==> src/rtl/tx_resp_framer_if.sv <==
// Response bus between result sources, the framer and the FIFO write port.
// Master drives results and FIFO status; slave is the framer.
interface tx_resp_framer_if #(
   parameter int ALU_Width  = 16,
   parameter int Data_Width = 8
);
   logic [ALU_Width-1:0]  ALU_OUT;
   logic                  OUT_Valid;
   logic [Data_Width-1:0] RdData;
   logic                  RdData_Valid;
   logic                  Frame_EN;
   logic                  FIFO_FULL;
   logic [Data_Width-1:0] TX_P_DATA;
   logic                  TX_D_VLD;
   logic                  Busy;
   logic                  Drop_Err;

   modport master (
      output ALU_OUT, OUT_Valid, RdData, RdData_Valid,
      output Frame_EN, FIFO_FULL,
      input  TX_P_DATA, TX_D_VLD, Busy, Drop_Err
   );

   modport slave (
      input  ALU_OUT, OUT_Valid, RdData, RdData_Valid,
      input  Frame_EN, FIFO_FULL,
      output TX_P_DATA, TX_D_VLD, Busy, Drop_Err
   );
endinterface

==> src/rtl/tx_resp_framer.sv <==
// Captures one ALU or register-read response and pushes it to the TX FIFO
// byte by byte, optionally framed with a start byte and XOR checksum.
module tx_resp_framer #(
   parameter int                    ALU_Width  = 16,
   parameter int                    Data_Width = 8,
   parameter logic [Data_Width-1:0] SOF_Byte   = 8'hA5
) (
   input logic           CLK,
   input logic           RST,
   tx_resp_framer_if.slave bus
);
   typedef enum logic [2:0] {
      IDLE, SOF, PAY_LO, PAY_HI, CHK
   } state_t;

   state_t                r_state;
   state_t                w_next;
   logic [ALU_Width-1:0]  r_data;
   logic                  r_two;
   logic                  r_frm;
   logic                  r_drop;
   logic [Data_Width-1:0] r_chk;
   logic [Data_Width-1:0] w_byte;
   logic                  w_busy;
   logic                  w_in;
   logic                  w_cap;
   logic                  w_vld;
   logic                  w_pay;

   assign w_busy = (r_state != IDLE);
   assign w_in   = bus.OUT_Valid | bus.RdData_Valid;
   assign w_cap  = !w_busy && w_in;
   assign w_vld  = w_busy && !bus.FIFO_FULL && !RST;
   assign w_pay  = (r_state == PAY_LO) || (r_state == PAY_HI);

   always_comb begin
      w_next = r_state;
      w_byte = '0;
      unique case (r_state)
         IDLE: begin
            if (w_in)
               w_next = bus.Frame_EN ? SOF : PAY_LO;
         end
         SOF: begin
            w_byte = SOF_Byte;
            if (w_vld)
               w_next = PAY_LO;
         end
         PAY_LO: begin
            w_byte = r_data[Data_Width-1:0];
            if (w_vld)
               w_next = r_two ? PAY_HI : (r_frm ? CHK : IDLE);
         end
         PAY_HI: begin
            w_byte = r_data[ALU_Width-1:Data_Width];
            if (w_vld)
               w_next = r_frm ? CHK : IDLE;
         end
         CHK: begin
            w_byte = r_chk;
            if (w_vld)
               w_next = IDLE;
         end
         default: w_next = IDLE;
      endcase
   end

   always_ff @(posedge CLK) begin
      if (RST) begin
         r_state <= IDLE;
         r_data  <= '0;
         r_two   <= 1'b0;
         r_frm   <= 1'b0;
         r_chk   <= '0;
         r_drop  <= 1'b0;
      end else begin
         r_state <= w_next;
         // busy collisions and the losing RdData of a simultaneous pair
         r_drop  <= (w_busy && w_in) ||
                    (!w_busy && bus.OUT_Valid && bus.RdData_Valid);
         if (w_cap) begin
            r_frm <= bus.Frame_EN;
            r_chk <= '0;
            if (bus.OUT_Valid) begin
               r_data <= bus.ALU_OUT;
               r_two  <= 1'b1;
            end else begin
               r_data <= {{(ALU_Width-Data_Width){1'b0}}, bus.RdData};
               r_two  <= 1'b0;
            end
         end else if (w_vld && w_pay) begin
            r_chk <= r_chk ^ w_byte;
         end
      end
   end

   assign bus.TX_P_DATA = w_byte;
   assign bus.TX_D_VLD  = w_vld;
   assign bus.Busy      = w_busy;
   assign bus.Drop_Err  = r_drop;
endmodule

==> src/flat_wrapper.sv <==
// flat-port wrapper written by rule: the top's interface ports become plain ports
module tx_resp_framer_flat 
#(
   parameter int                    ALU_Width  = 16,
   parameter int                    Data_Width = 8,
   parameter logic [Data_Width-1:0] SOF_Byte   = 8'hA5
)
  (CLK, RST, bus_ALU_OUT, bus_OUT_Valid, bus_RdData, bus_RdData_Valid, bus_Frame_EN, bus_FIFO_FULL, bus_TX_P_DATA, bus_TX_D_VLD, bus_Busy, bus_Drop_Err);
  tx_resp_framer_if #(.ALU_Width(ALU_Width), .Data_Width(Data_Width)) bus_i ();
  input logic CLK;
  input logic RST;
  input wire logic [$bits(bus_i.ALU_OUT)-1:0] bus_ALU_OUT;
  input wire logic [$bits(bus_i.OUT_Valid)-1:0] bus_OUT_Valid;
  input wire logic [$bits(bus_i.RdData)-1:0] bus_RdData;
  input wire logic [$bits(bus_i.RdData_Valid)-1:0] bus_RdData_Valid;
  input wire logic [$bits(bus_i.Frame_EN)-1:0] bus_Frame_EN;
  input wire logic [$bits(bus_i.FIFO_FULL)-1:0] bus_FIFO_FULL;
  output wire logic [$bits(bus_i.TX_P_DATA)-1:0] bus_TX_P_DATA;
  output wire logic [$bits(bus_i.TX_D_VLD)-1:0] bus_TX_D_VLD;
  output wire logic [$bits(bus_i.Busy)-1:0] bus_Busy;
  output wire logic [$bits(bus_i.Drop_Err)-1:0] bus_Drop_Err;
  assign bus_i.ALU_OUT = bus_ALU_OUT;
  assign bus_i.OUT_Valid = bus_OUT_Valid;
  assign bus_i.RdData = bus_RdData;
  assign bus_i.RdData_Valid = bus_RdData_Valid;
  assign bus_i.Frame_EN = bus_Frame_EN;
  assign bus_i.FIFO_FULL = bus_FIFO_FULL;
  assign bus_TX_P_DATA = bus_i.TX_P_DATA;
  assign bus_TX_D_VLD = bus_i.TX_D_VLD;
  assign bus_Busy = bus_i.Busy;
  assign bus_Drop_Err = bus_i.Drop_Err;
  tx_resp_framer #(.ALU_Width(ALU_Width), .Data_Width(Data_Width), .SOF_Byte(SOF_Byte)) u_core (.CLK(CLK), .RST(RST), .bus(bus_i));
endmodule
==> config.mk <==
export PLATFORM = sky130hd
export DESIGN_NAME = tx_resp_framer_flat
export DESIGN_NICKNAME = d
export VERILOG_FILES = /design/src/rtl/tx_resp_framer_if.sv /design/src/rtl/tx_resp_framer.sv /design/src/flat_wrapper.sv
export SDC_FILE = /design/constraint.sdc
export NUM_CORES = 1
export LEC_CHECK = 0
export BUFFER_PORTS_ARGS = -buffer_cell sky130_fd_sc_hd__buf_4
export CORE_UTILIZATION = 30
export DETAILED_ROUTE_END_ITERATION = 10
export PLACE_DENSITY = 0.54
export SYNTH_ARGS = -nofsm -noshare
export SYNTH_HDL_FRONTEND = slang
export SYNTH_SLANG_ARGS = --single-unit
==> constraint.sdc <==
create_clock -name CLK -period 2.3 [get_ports CLK]
set_clock_uncertainty 0.05 [all_clocks]
set_input_delay 0.69 -clock CLK [delete_from_list [all_inputs] [get_ports CLK]]
set_output_delay 0.69 -clock CLK [all_outputs]
set_load 0.01 [all_outputs]
==> results of run 1 <==
-- timing repair --
action	CTS	global route
pin swaps	0	2
setup buffers	2	7
gates resized for setup	3	12
cloned	0	0
setup endpoints to repair	5	6
-- final cells by class --
type	count	share of cell area [%]
timing repair buffer	59	21.1
sequential	30	27.8
clock buffer	6	3.77
clock inverter	2	0.571
tap	70	4.00
inverter	3	0.514
multi-input combinational	120	42.3
-- kinds of logic after synthesis --
| kind of cell | Yosys count | synth area share [%] |
|---|---|---|
| compound gates | 39 | 17.8 |
| xor+xnor | 2 | 1.09 |
| fa+ha+maj | 1 | 0.621 |
| buf+inv | 15 | 7.29 |
| flops | 30 | 37.2 |
| mux | 16 | 9.93 |
| simple gates | 62 | 26.1 |
-- flip-flops by register name, summed over array words and instances, names as in the netlist --
name,flops
u_core.r_data,16
u_core.r_chk,8
u_core.r_state,3
u_core.bus.Drop_Err,1
u_core.r_frm,1
u_core.r_two,1
-- metrics by stage --
stage	std cells	util (%)	power, mW
after floorplan	165	-	1.05
after global placement	273	38.3	1.21
after detailed placement	273	38.3	1.21
after CTS	283	40.6	1.68
after global routing	290	42.6	1.86
final	290	42.6	1.73
-- Yosys cell counts, types with 3 or more instances --
master / count
a211oi_1: 9
a21o_1: 3
a21oi_1: 7
a22o_1: 8
a31oi_1: 3
buf_2: 4
buf_6: 3
clkbuf_8: 3
dfxtp_1: 30
mux2i_1: 16
nand2_1: 16
nand3_1: 8
nand4b_1: 4
nor2_1: 11
nor3_2: 3
-- metal layers --
metal	up-vias	GRT usage, %
met4	0	8.02
met3	7	3.70
met5	-	0
li1	730	-
met2	22	26.1
met1	653	20.2
-- worst reg2reg max path: cells and delay by family (launching register included) --
kind,cells,cell delay [ns]
AND/OR/NAND/NOR,3,0.65
buffers and inverters,3,0.44
flip-flops,1,0.36
multiplexers,1,0.23
-- where the power goes --
group | leakage, nW | switching [mW] | internal, mW
registers | 0.247 | 0.0612 | 0.598
logic | 0.631 | 0.315 | 0.310
clock network | 0.0472 | 0.208 | 0.240
total | 0.926 | 0.585 | 1.15
-- placed cells by master, fill, tap and decap left out, types with 2 or more instances in the layout --
cell type and count:
a211oi_1 9, a21o_1 3, a21oi_1 7, a22o_1 8, a311oi_2 2, a31oi_1 3, and3b_2 2, buf_4 55
buf_6 3, clkbuf_8 6, dfxtp_1 28, dfxtp_4 2, inv_1 2, mux2i_1 16, nand2_1 16, nand3_1 7
nand4b_1 4, nand4bb_1 2, nor2_1 11, nor3_1 2, nor3_2 2, nor3b_2 2, nor4_4 2, o211ai_1 2
o31ai_1 2, xnor2_1 2
-- how the worst max path moves through the flow --
stage,from,end,slack [ns],cells past startpoint
6_report,u_core.r_state[1]$_SDFFE_PP0P_,bus_TX_P_DATA[6],0.04,4
5_1_grt,u_core.r_state[1]$_SDFFE_PP0P_,bus_TX_P_DATA[6],-0.01,4
4_1_cts,u_core.r_state[1]$_SDFFE_PP0P_,bus_TX_P_DATA[6],0.02,4
3_5_place_dp,u_core.r_state[0]$_SDFFE_PP0P_,bus_TX_P_DATA[6],0.21,4
3_3_place_gp,u_core.r_state[0]$_SDFFE_PP0P_,bus_TX_P_DATA[6],0.23,4
2_1_floorplan,RST,bus_TX_D_VLD,0.23,3
==> flow_metrics.env, run 1 <==
export IMPL_cp_slowest_cell="or4bb_4"
export IMPL_clock_latency_ns=0.28
export IMPL_maxSlewHeadroom_pct=71.0
export IMPL_ff_latch_area_sq_um=608
export IMPL_final_setup_worst_slack_ns=0.0432
export IMPL_grt_pass1_vias=1370
export IMPL_cts_tree="done"
export IMPL_post_place_ws_ns=0.214
export IMPL_hold_path_end="u_core.r_chk[6]$_SDFFE_PP0P_"
export IMPL_cp_required_ns=1.56
export IMPL_worst_setup_path_start_kind="flop"
export IMPL_ir_drop_uv=384
export IMPL_top_layer_used="met4"
export IMPL_min_from="u_core.r_chk[6]$_SDFFE_PP0P_"
export IMPL_grt_pass1_wl_um=6620
export IMPL_synthCells=165
export IMPL_die_y_um=75.3
export IMPL_yosysWarnings=0
export IMPL_crit_fanout=7
export IMPL_synthFlopType="dfxtp_1"
export IMPL_grt_usage_pct=16.1
export IMPL_finalInstanceArea_sq_um=2190
export IMPL_h_tree_depth=2
export IMPL_n_antenna_cell=0
export IMPL_setup_viol_count_final=0
export IMPL_root_buffer="clkbuf_8"
export IMPL_hold_buffers=0
export IMPL_ys_ff_latch=30
export IMPL_ys_async_sr_fraction_pct=0
export IMPL_holdPathStages=1
export IMPL_yosysSeqAreaShare_pct=37.2
export IMPL_timing_fmax_ghz=0.443
export IMPL_r2r_end="u_core.r_frm$_SDFFE_PP0P_"
export IMPL_cp_arrival_ns=1.52
export IMPL_drtIter0Drc=61
export IMPL_power_leakage_nw=0.926
export IMPL_clk_path_buf_depth=2
export IMPL_path_clk_slew_ns=0.07
export IMPL_die_area_sq_um=5670
export IMPL_hold_slack_ns=0.417
export IMPL_die_w_um=75.3
export IMPL_start_util_pct=31.4
export IMPL_drive_above_1_share_pct=39.5
export IMPL_wl_met2_um=1970
export IMPL_viasPerCell=4.87
export IMPL_path_cells="buf_8, or4bb_4, nand3_2, buf_6"
export IMPL_setup_tns_ns=0
export IMPL_syn_num_nets=195
export IMPL_worstReg2RegStart="u_core.r_state[0]$_SDFFE_PP0P_"
export IMPL_hold_viol=0
export IMPL_wl_met1_um=1860
export IMPL_yosysTopAreaCellShare_pct=37.2
export IMPL_fin_crit_sh_pct=98.1
export IMPL_core_area_sq_um=5140
export IMPL_crit_path_end_kind="output port"
export IMPL_routabilityCongestion=0.753
export IMPL_p_per_area_nw_per_um2=791
export IMPL_routed_wl_um=4020
export IMPL_synthToLayoutAreaGrowth_pct=35.8
export IMPL_status="completed"
export IMPL_clkSinkCount=30
export IMPL_drtAntennaViolNets=0
export IMPL_rows=26
export IMPL_wl_met3_um=111
export IMPL_gr_total_overflow=0
export IMPL_cts_buffers=5
export IMPL_syn_area_sq_um=1610
export IMPL_dp_hpwl_um=2810
export IMPL_r2r_worst_path_cells=7
export IMPL_critPathTopFamily="simple AND/OR/NAND/NOR gates"
export IMPL_r2r_slack_ns=0.45
export IMPL_antenna_found_initial=0
export IMPL_synth_enable_flop_cells=0
export IMPL_ys_top_cells_by_area="dfxtp_1 (37%), mux2i_1 (9.9%), a22o_1 (4.3%)"
export IMPL_critical_path_class="reg -> out"
export IMPL_firstDrtPassIters=4
export IMPL_multi_input_area_sq_um=927
export IMPL_post_route_drc_count=0
export IMPL_post_dp_cell_area_sq_um=1970
export IMPL_grt_max_degree=20
export IMPL_rsz0062_at_grt="true"
export IMPL_tightest_slew_ns=0.434
export IMPL_synth_cell_types=42
export IMPL_syn_avg_cell_area_sq_um=9.77
export IMPL_finalMaxSlewViolations=0
export IMPL_fin_nets=249
export IMPL_drv_cap=0
export IMPL_period_needed_ns=2.26
export IMPL_io_pins=41
export IMPL_fillCellCount=549
export IMPL_crit_buf_inv=2
export IMPL_vias=1412
export IMPL_portBuffers=40
export IMPL_slowest_delay_ns=0.54
export IMPL_drt_wirelength_per_cell_um=13.9
export IMPL_synth_area_leader_cell="dfxtp_1"
export IMPL_hold_path_class="reg -> reg"
No activity file was read; power rests on OpenSTA's default activity.
==> run 2, diff against run 1 <==
--- a/config.mk
+++ b/config.mk
@@ -6,9 +6,9 @@
 export NUM_CORES = 1
 export LEC_CHECK = 0
 export BUFFER_PORTS_ARGS = -buffer_cell sky130_fd_sc_hd__buf_4
-export CORE_UTILIZATION = 30
+export CORE_UTILIZATION = 52
 export DETAILED_ROUTE_END_ITERATION = 10
-export PLACE_DENSITY = 0.54
+export PLACE_DENSITY = 0.78
 export SYNTH_ARGS = -nofsm -noshare
 export SYNTH_HDL_FRONTEND = slang
 export SYNTH_SLANG_ARGS = --single-unit
==> flow_metrics.env, run 2 (same netlist as run 1, synthesis figures left out) <==
export IMPL_status="finished, violations left"
export IMPL_failed_checks="DRC"
export IMPL_fin_crit_sh_pct=96.3
export IMPL_clock_latency_ns=0.32
export IMPL_viasPerCell=6.03
export IMPL_largest_reg_flops=16
export IMPL_drtIter0Drc=58
export IMPL_die_area_sq_um=3330
export IMPL_dp_hpwl_um=2740
export IMPL_hold_path_class="reg -> reg"
export IMPL_cts_buffers=5
export IMPL_routed_wl_um=3810
export IMPL_grt_usage_pct=24.6
export IMPL_vias=1434
export IMPL_die_w_um=57.7
export IMPL_post_place_ws_ns=-0.0259
export IMPL_antenna_found_initial=0
export IMPL_drv_cap=0
export IMPL_top_register="u_core.r_data"
export IMPL_tightest_slew_ns=0.553
export IMPL_grt_pass1_vias=1417
export IMPL_post_route_drc_count=2
export IMPL_crit_path_end_kind="output port"
export IMPL_maxSlewHeadroom_pct=62.6
export IMPL_die_y_um=57.7
export IMPL_grt_max_degree=26
export IMPL_fin_nets=236
export IMPL_drive_above_1_share_pct=34.8
export IMPL_path_cells="or4bb_1, nand3_1, buf_4"
export IMPL_cp_arrival_ns=1.48
export IMPL_start_util_pct=56.5
export IMPL_power_leakage_nw=0.838
export IMPL_cp_slowest_cell="or4bb_1"
export IMPL_root_buffer="clkbuf_4"
export IMPL_worst_setup_path_start_kind="flop"
export IMPL_p_per_area_nw_per_um2=813
export IMPL_final_common_cell="buf_4"
export IMPL_finalPower_mw=1.62
export IMPL_slowest_delay_ns=0.53
export IMPL_clkSinkCount=30
export IMPL_final_cell_mix="buf_4 (44), dfxtp_1 (27), nand2_1 (16), mux2i_1 (16), nor2_1 (11)"
export IMPL_critical_path_class="reg -> out"
export IMPL_cp_required_ns=1.56
export IMPL_rows=19
export IMPL_drtAntennaViolNets=0
export IMPL_firstDrtPassIters=7
export IMPL_reg_largest_list="u_core.r_data: 16 flops, u_core.r_chk: 8 flops, u_core.r_state: 3 flops"
export IMPL_period_needed_ns=2.22
export IMPL_hold_viol=0
export IMPL_drt_wirelength_per_cell_um=16.0
export IMPL_setup_viol_count_final=0
export IMPL_gr_total_overflow=0
export IMPL_final_setup_worst_slack_ns=0.0845
export IMPL_clk_path_buf_depth=2
export IMPL_path_clk_slew_ns=0.10
export IMPL_min_from="u_core.r_chk[6]$_SDFFE_PP0P_"
export IMPL_rsz0062_at_grt="true"
export IMPL_io_pins=41
export IMPL_core_area_sq_um=2850
export IMPL_grt_pass1_wl_um=6280
export IMPL_cts_tree="done"
export IMPL_portBuffers=40
export IMPL_worstSetupStartpoint="u_core.r_state[0]$_SDFFE_PP0P_"
export IMPL_routabilityCongestion=0.815
export IMPL_timing_fmax_ghz=0.451
export IMPL_worstReg2RegStart="u_core.r_state[1]$_SDFFE_PP0P_"
export IMPL_crit_fanout=14
export IMPL_ir_drop_uv=537
export IMPL_synthToLayoutAreaGrowth_pct=23.9
export IMPL_h_tree_depth=2
export IMPL_n_antenna_cell=0
export IMPL_finalMaxSlewViolations=0
## run 2: area by class of cell
| class | count | area [sq um] |
|---|---|---|
| Inverter | 3 | 11.3 |
| Timing Repair Buffer | 46 | 349 |
| Tap cell | 31 | 38.8 |
| Multi-Input combinational cell | 120 | 912 |
| Fill cell | 240 | 855 |
| Sequential cell | 30 | 609 |
| Clock inverter | 3 | 40.0 |
| Clock buffer | 5 | 37.5 |
## run 2: critical path: cells and delay by family (launching register included)
family                 cells  cell delay (ns)
DFF                        1             0.41
and+or+nand+nor            2             0.63
buffers and inverters      1             0.12
## run 2: stage by stage
step | hold slack, ns | area (sq um) | TNS (ns) | util, % | cells
2_1_floorplan | 0.379 | 1610 | 0 | - | 165
3_3_place_gp | 0.405 | 1880 | 0 | 65.7 | 228
3_5_place_dp | 0.405 | 1880 | -0.0518 | 65.7 | 228
4_1_cts | 0.421 | 1970 | 0 | 68.9 | 236
5_1_grt | 0.442 | 2000 | -0.00951 | 70.0 | 238
6_report | 0.416 | 2000 | 0 | 70.0 | 238
## run 2: repair_timing
action / CTS / global route
hold buffers: 0 / 0
setup endpoints to repair: 10 / 5
gates resized for setup: 5 / 4
buffers inserted: 0 / 2
hold endpoints to repair: 0 / 0
gates cloned: 0 / 0
## run 2: power breakdown
group          switching (mW)  total, mW  leakage [nW]  internal, mW
combinational           0.283      0.537         0.545         0.253
clock                   0.183      0.408        0.0450         0.225
sequential             0.0822      0.680         0.248         0.598
## run 2: final timing paths
| check | end | slack (ns) | cells past startpoint |
|---|---|---|---|
| setup / recovery | bus_TX_P_DATA[6] | 0.08 | 3 |
| hold / removal | u_core.r_chk[6]$_SDFFE_PP0P_ | 0.42 | 1 |
| setup reg to reg | u_core.r_data[7]$_SDFFE_PP0P_ | 0.50 | 6 |
| hold reg to reg | u_core.r_chk[6]$_SDFFE_PP0P_ | 0.42 | 1 |
## run 2: routing by layer
layer | vias to the layer above | GRT usage (%) | routed length (um)
met4 | 0 | 9.52 | 68
met3 | 8 | 4.69 | 127
met1 | 684 | 30.1 | 1720
met2 | 34 | 43.0 | 1900
met5 | - | 0 | 0
li1 | 708 | - | -
==> run 3, diff against run 2 <==
--- a/config.mk
+++ b/config.mk
@@ -7,6 +7,7 @@
 export LEC_CHECK = 0
 export BUFFER_PORTS_ARGS = -buffer_cell sky130_fd_sc_hd__buf_4
 export CORE_UTILIZATION = 52
+export CTS_BUF_LIST = sky130_fd_sc_hd__clkbuf_16
 export DETAILED_ROUTE_END_ITERATION = 10
 export PLACE_DENSITY = 0.78
 export SYNTH_ARGS = -nofsm -noshare
==> flow_metrics.env, run 3 (same netlist as run 1, synthesis figures left out) <==
export IMPL_die_w_um=57.7
export IMPL_worst_setup_path_start_kind="flop"
export IMPL_setup_viol_count_final=0
export IMPL_rsz0062_at_grt="false"
export IMPL_clock_latency_ns=0.27
export IMPL_die_y_um=57.7
export IMPL_p_per_area_nw_per_um2=934
export IMPL_firstDrtPassIters=8
export IMPL_largest_reg_flops=16
export IMPL_critical_path_class="reg -> out"
export IMPL_tightest_slew_ns=0.560
export IMPL_clk_path_buf_depth=2
export IMPL_hold_buffers=0
export IMPL_drv_cap=0
export IMPL_setup_tns_ns=0
export IMPL_drt_wirelength_per_cell_um=16.1
export IMPL_vias=1422
export IMPL_cts_buffers=5
export IMPL_reg_largest_list="u_core.r_data: 16 flops, u_core.r_chk: 8 flops, u_core.r_state: 3 flops"
export IMPL_path_clk_slew_ns=0.05
export IMPL_timing_fmax_ghz=0.456
export IMPL_final_common_cell="buf_4"
export IMPL_routabilityCongestion=0.815
export IMPL_grt_usage_pct=25.0
export IMPL_post_dp_cell_area_sq_um=1880
export IMPL_post_route_drc_count=2
export IMPL_start_util_pct=56.5
export IMPL_finalInstanceArea_sq_um=2050
export IMPL_dp_cells=228
export IMPL_routed_wl_um=3790
export IMPL_r2r_end="u_core.r_data[7]$_SDFFE_PP0P_"
export IMPL_status="finished, violations left"
export IMPL_fin_nets=234
export IMPL_portBuffers=40
export IMPL_critPathCapture="bus_TX_P_DATA[0]"
export IMPL_drtAntennaViolNets=0
export IMPL_final_cells=236
export IMPL_root_buffer="clkbuf_16"
export IMPL_grt_pass1_wl_um=6380
export IMPL_finalMaxSlewViolations=0
export IMPL_antenna_found_initial=0
export IMPL_period_needed_ns=2.19
export IMPL_maxSlewHeadroom_pct=62.2
export IMPL_die_area_sq_um=3330
export IMPL_drive_above_1_share_pct=33.2
export IMPL_rows=19
export IMPL_cp_arrival_ns=1.45
export IMPL_fin_crit_sh_pct=95.3
export IMPL_core_area_sq_um=2850
export IMPL_hold_path_class="reg -> reg"
export IMPL_cp_required_ns=1.56
export IMPL_failed_checks="DRC"
export IMPL_grt_max_degree=26
export IMPL_final_cell_mix="buf_4 (44), dfxtp_1 (28), nand2_1 (16), mux2i_1 (16), nor2_1 (11)"
export IMPL_gr_total_overflow=0
export IMPL_hold_viol=0
export IMPL_power_leakage_nw=0.865
export IMPL_viasPerCell=6.03
export IMPL_dp_hpwl_um=2740
export IMPL_drtIter0Drc=45
export IMPL_grt_pass1_vias=1450
export IMPL_synthToLayoutAreaGrowth_pct=27.3
export IMPL_finalPower_mw=1.92
export IMPL_r2r_worst_path_cells=6
export IMPL_crit_path_end_kind="output port"
export IMPL_worstSetupStartpoint="u_core.r_state[0]$_SDFFE_PP0P_"
export IMPL_r2r_slack_ns=0.49
export IMPL_io_pins=41
export IMPL_ir_drop_uv=594
export IMPL_h_tree_depth=2
export IMPL_clkSinkCount=30
export IMPL_top_register="u_core.r_data"
export IMPL_worstReg2RegStart="u_core.r_state[1]$_SDFFE_PP0P_"
export IMPL_crit_fanout=25
export IMPL_cts_tree="done"
export IMPL_n_antenna_cell=0
==> run 3: worst min path at each step <==
| stage | startpoint | cells after the start | to |
|---|---|---|---|
| floorplan | u_core.r_chk[6]$_SDFFE_PP0P_ | 1 | u_core.r_chk[6]$_SDFFE_PP0P_ |
| global placement | u_core.r_chk[7]$_SDFFE_PP0P_ | 1 | u_core.r_chk[7]$_SDFFE_PP0P_ |
| detailed placement | u_core.r_chk[6]$_SDFFE_PP0P_ | 1 | u_core.r_chk[6]$_SDFFE_PP0P_ |
| CTS | u_core.r_chk[6]$_SDFFE_PP0P_ | 1 | u_core.r_chk[6]$_SDFFE_PP0P_ |
| global route | u_core.r_chk[6]$_SDFFE_PP0P_ | 1 | u_core.r_chk[6]$_SDFFE_PP0P_ |
| finish | u_core.r_chk[6]$_SDFFE_PP0P_ | 1 | u_core.r_chk[6]$_SDFFE_PP0P_ |
==> run 3: critical path, stage by stage, from the launching register on <==
cell     delay [ns]
dfxtp_4        0.42
nor3b_2        0.42
nand2_1        0.09
o31ai_1        0.08
buf_4          0.16
==> run 3: area by class of cell <==
type / instances / area, sq um
clock buffers: 5 / 125
multi-input cells: 120 / 900
inverters: 3 / 11.3
flip-flops and latches: 30 / 608
repair buffers: 44 / 330
fillers: 229 / 800
clock inverters: 3 / 40.0
well taps: 31 / 38.8
==> run 3: power by group <==
group          leakage, nW  total, mW  switching (mW)  internal [mW]
Combinational        0.534      0.498           0.258          0.240
Sequential           0.247      0.695          0.0958          0.599
Clock               0.0836      0.723           0.218          0.505
==> run 3: routing by layer <==
layer / global-route usage [%] / up-vias / part of all wire [%]
met5: 0 / - / 0
met4: 9.52 / 0 / 2.1
met3: 7.37 / 8 / 5.4
met2: 43.7 / 46 / 51
met1: 29.1 / 673 / 42
li1: - / 695 / -
==> run 3: per-stage QoR <==
step                      hold WS (ns)  setup WS [ns]  util (%)
after floorplan                  0.379          0.229         -
after global placement           0.405         0.0874      65.7
after detailed placement         0.405        -0.0259      65.7
after CTS                        0.417         0.0159      71.8
after global routing             0.435         0.0116      72.0
final                            0.418          0.109      72.0
==> run 3: timing repair <==
item | 4_1_cts | 5_1_grt
gates resized for setup | 3 | 2
setup endpoints to repair | 10 | 5
gates cloned | 0 | 0
buffers inserted | 0 | 0
